--- src/rtl/add_mul_mix_arb.sv ---
// add_mul_mix_arb: two-requester round-robin arbiter feeding one shared adder pair and shift-add multiplier
//   clk, rst_n            : clock, asynchronous active-low reset
//   reqN_valid/ready/ops  : requester N operation handshake, ops = {a, b, c, d} (4 bits each)
//   res_valid/ready       : result handshake
//   res_data, res_id      : ((a+b) mod 16) * ((c+d) mod 16) and the issuing requester
module add_mul_mix_arb #(
    parameter bit RR_INIT = 1'b0
) (
    input  logic        clk,
    input  logic        rst_n,
    input  logic        req0_valid,
    output logic        req0_ready,
    input  logic [15:0] req0_ops,
    input  logic        req1_valid,
    output logic        req1_ready,
    input  logic [15:0] req1_ops,
    output logic        res_valid,
    input  logic        res_ready,
    output logic [7:0]  res_data,
    output logic        res_id
);
    typedef enum logic [1:0] {IDLE, ADD, MUL, DONE} state_e;
    state_e      state_q, state_d;
    logic        ptr_q, id_q, res_id_q;
    logic [15:0] ops_q;
    logic [3:0]  s1_q, s2_q;
    logic [7:0]  acc_q, acc_d, res_data_q;
    logic [1:0]  cnt_q;
    logic        any_v, gnt_id;
    // Pointer only breaks ties; a lone valid requester always wins.
    assign any_v  = req0_valid | req1_valid;
    assign gnt_id = (req0_valid & req1_valid) ? ptr_q : req1_valid;
    assign acc_d  = acc_q + (s2_q[cnt_q] ? ({4'b0, s1_q} << cnt_q) : 8'd0);
    always_ff @(posedge clk or negedge rst_n) begin
        if (!rst_n) state_q <= IDLE;
        else        state_q <= state_d;
    end
    always_comb begin
        state_d = state_q;
        case (state_q)
            IDLE:    state_d = any_v ? ADD : IDLE;
            ADD:     state_d = MUL;
            MUL:     state_d = (cnt_q == 2'd3) ? DONE : MUL;
            DONE:    state_d = res_ready ? IDLE : DONE;
            default: state_d = IDLE;
        endcase
    end
    // Readies are gated by rst_n so they are low for the whole reset pulse, not just after the edge.
    always_comb begin
        req0_ready = rst_n & (state_q == IDLE) & any_v & ~gnt_id;
        req1_ready = rst_n & (state_q == IDLE) & any_v & gnt_id;
        res_valid  = (state_q == DONE);
    end
    always_ff @(posedge clk or negedge rst_n) begin
        if (!rst_n) begin
            ptr_q      <= RR_INIT;
            id_q       <= 1'b0;
            ops_q      <= '0;
            s1_q       <= '0;
            s2_q       <= '0;
            acc_q      <= '0;
            cnt_q      <= '0;
            res_data_q <= '0;
            res_id_q   <= 1'b0;
        end else begin
            if (state_q == IDLE && any_v) begin
                ops_q <= gnt_id ? req1_ops : req0_ops;
                id_q  <= gnt_id;
                ptr_q <= ~gnt_id;
            end
            if (state_q == ADD) begin
                s1_q  <= ops_q[15:12] + ops_q[11:8];
                s2_q  <= ops_q[7:4] + ops_q[3:0];
                acc_q <= '0;
                cnt_q <= '0;
            end
            // Result registers load only on the final multiply step so they hold outside DONE.
            if (state_q == MUL) begin
                acc_q <= acc_d;
                cnt_q <= cnt_q + 2'd1;
                if (cnt_q == 2'd3) begin
                    res_data_q <= acc_d;
                    res_id_q   <= id_q;
                end
            end
        end
    end
    assign res_data = res_data_q;
    assign res_id   = res_id_q;
endmodule

--- config.mk ---
export PLATFORM = sky130hd
export DESIGN_NAME = add_mul_mix_arb
export DESIGN_NICKNAME = d
export VERILOG_FILES = /design/src/rtl/add_mul_mix_arb.sv
export SDC_FILE = /design/constraint.sdc
export NUM_CORES = 1
export LEC_CHECK = 0
export ABC_AREA = 1
export CORE_MARGIN = 2
export CORE_UTILIZATION = 48
export CTS_CLUSTER_SIZE = 30
export DETAILED_ROUTE_END_ITERATION = 10
export PLACE_DENSITY = 0.77
export SYNTH_ARGS = -nofsm -noshare
export SYNTH_HDL_FRONTEND = slang
export SYNTH_SLANG_ARGS = --single-unit
--- constraint.sdc ---
create_clock -name clk -period 1.85 [get_ports clk]
set_input_delay 0.2775 -clock clk [delete_from_list [all_inputs] [get_ports clk]]
set_output_delay 0.2775 -clock clk [all_outputs]
set_load 0.1 [all_outputs]
==> reports/metrics.cfg <==
[placed_design]
port_buffers = 48
routabilityCongestion = 0.830
pre_cts_slack_ps = -170
dp.cells = 458
dp_hpwl_um = 4790

[detailed_routing]
drtIter0Drc = 105
route.detailed.drc = 0
routedWlPerCell_um = 15.0
via_count = 2579
antenna_left = 0
vias_per_cell = 5.40
first_pass_iters = 4
totalWireLength_um = 7150

[die]
die-area_um2 = 6360
num_rows = 27
fp.dieH_um = 79.8
initial_core_util_pct = 49.7
die_width_um = 79.8
core_area_um2 = 5540
io_pins = 49

[synthesis]
ys_warn_count = 0
syn_nets = 385
yosys_register_bits = 47
syn_inst = 326
synth_area_per_cell_um2 = 8.45
synth-seq-area-share_pct = 42.7
synth_top_cell_by_area = dfrtp_1
yosysTopAreaCellShare_pct = 42.7
yosys-top-cells-area = dfrtp_1 43%, nand2_1 10%, nand3_1 8.7%, ha_1 8.6%, inv_1 5.4%
synth.distinct_cells = 30
syn_area_um2 = 2760

[final_layout]
final_common_cell = nand2_1
drive_above_1_share_pct = 31.0
final_net_count = 466
diodes = 0
final_cell_mix = 60 x nand2_1, 45 x dfrtp_1, 41 x buf_4, 39 x nand3_1, 35 x clkdlybuf4s50_1
n_fill_cell = 415
finalNonFillerCells = 478
area_delta_synth_final_pct = 42.4

[grt]
grt_first_pass_wirelength_um = 11400
grt_use_total_pct = 22.9
antenna_found_initial = 0
grt_max_degree = 48
grt_pass1_vias = 2616
grt.overflow.total = 0

[critical_path]
worstPathRequired_ps = 2090
path_class = reg2reg
r2r_setup_slack_ps = -220
crit_path_end_kind = register
arrival_ps = 2310
crit_fanout = 5
ff2ff_path_depth = 13
timing.rr.end = acc_q[5]$_DFFE_PN0P_
critPathCapture = acc_q[5]$_DFFE_PN0P_
start_kind = register
r2r-start = cnt_q[0]$_DFFE_PN0P_
critPathLaunch = cnt_q[0]$_DFFE_PN0P_

[pwr]
p_leak_nw = 1.92
vdd_drop_max_uv = 999
power_mw = 5.71
p_per_area_nw_per_um2 = 1450

[timing]
timing.final.crit_share_pct = 112
final_hold_viol_count = 0
timing.final.setup_violations = 13
setup_ws_ps = -221
finClkSkew_ps = 14.3
fmax_mhz = 483
holdWs_ps = 107
worstMarginPinSlew_ps = 593
layout_min_cycle_time_ps = 2070
rsz0062_at_grt = true
slew_headroom_pct = 60.5
drv_slew = 0

[clocking]
cts_hold_buffers = 0
max-clock-path-buffers = 2
cts-root-buf = clkbuf_8
clock_latency_ps = 300
clock_sinks = 47
cts_tree = yes
htree_levels = 2
numCtsBuffers = 5
clk_pin_slew_worst_paths_ps = 90

[hold_path]
hp-class = in2async

[job]
cap_violations = 0

[run_status]
status = complete, but fails checks
violations = setup timing

==> sequential cells by signal, indices dropped and copies added, names as in the netlist <==
register and cells:
acc_q 8, s2_q 4, res_id 1, state_q 2
ptr_q 1, cnt_q 2, ops_q 16, s1_q 4
res_data 8, id_q 1
==> worst min path at each step <==
stage | end | depth (start not counted) | start | slack [ps]
floorplan | acc_q[0]$_DFFE_PN0P_ | 0 | rst_n | -20
global placement | res_data[4]$_DFFE_PN0P_ | 2 | rst_n | 460
detailed placement | res_data[3]$_DFFE_PN0P_ | 2 | rst_n | 460
CTS | res_data[3]$_DFFE_PN0P_ | 2 | rst_n | 140
global route | res_data[3]$_DFFE_PN0P_ | 2 | rst_n | 180
finish | res_data[3]$_DFFE_PN0P_ | 2 | rst_n | 110
==> metrics by stage <==
stage               instance area (µm²)  utilization (%)  setup TNS [ps]
floorplan                          2830                -           -28.7
global placement                   3480             62.9            -748
detailed placement                 3480             62.9           -1350
CTS                                3730             67.3            -932
global route                       3920             70.8           -3740
finish                             3920             70.8           -2050
==> logic make-up after synthesis <==
kind of cell	count (synthesis)	share of synthesized area (%)
AOI/OAI and AO/OA	46	10.8
xor gates and xnor gates	6	1.91
adders and majority gates	22	10.8
buffers and inverters	53	8.81
DFF	47	42.7
muxes	1	0.363
and+or+nand+nor	151	24.7
==> worst max-delay path: stages (launching register included) <==
cell     delay (ps)
dfrtp_2         440
buf_6           130
mux2i_2         220
nor2_1           70
o21ai_1         150
inv_1            90
ha_4            270
a21oi_4         150
nand2_4         100
nand2_4          90
nand2_2          60
nand2_2          80
nand3_2          90
nand2_1          80
==> synthesized netlist by cell type <==
cell type,number
nor2_1,10
xor2_1,2
mux2i_1,1
o21ai_2,2
xnor2_1,4
buf_4,2
nand3_2,1
fa_1,3
nand2_1,75
o21ai_0,25
nand3_1,48
clkinv_1,1
nor3_1,1
o21ai_4,1
o22ai_1,1
a21oi_1,9
ha_1,19
o221ai_2,4
buf_6,4
or2_2,1
nand2_2,2
dfrtp_1,47
a21o_1,1
inv_1,40
o21ai_1,2
inv_2,1
nand2_4,1
nand4_1,12
a21oi_2,1
buf_2,5
==> where the power goes <==
| part | internal, mW | switching (mW) |
|---|---|---|
| clock network | 0.253 | 0.331 |
| logic | 1.49 | 1.94 |
| registers | 1.41 | 0.286 |
==> metal layers <==
metal,global-route usage (%),wire (µm),up-vias
li1,-,-,1238
met5,0,0,-
met3,4.52,319,18
met2,39.8,3790,80
met1,27.4,2850,1243
met4,10.3,189,0
==> what timing repair did <==
item / CTS / global route
hold endpoints to repair: 0 / 0
buffers inserted: 6 / 8
pin swaps: 15 / 19
gates resized for setup: 32 / 39
endpoints found under the setup margin: 14 / 16
==> final cells by class <==
| class | instances | area (µm²) | share of cell area, % |
|---|---|---|---|
| Inverter | 42 | 158 | 4.02 |
| Multi-Input combinational cell | 226 | 1650 | 41.9 |
| Tap cell | 72 | 90.1 | 2.30 |
| Clock buffer | 6 | 72.6 | 1.85 |
| Sequential cell | 47 | 1180 | 30.0 |
| Timing Repair Buffer | 85 | 779 | 19.9 |
Note: power is estimated with default switching activity, not from simulation.
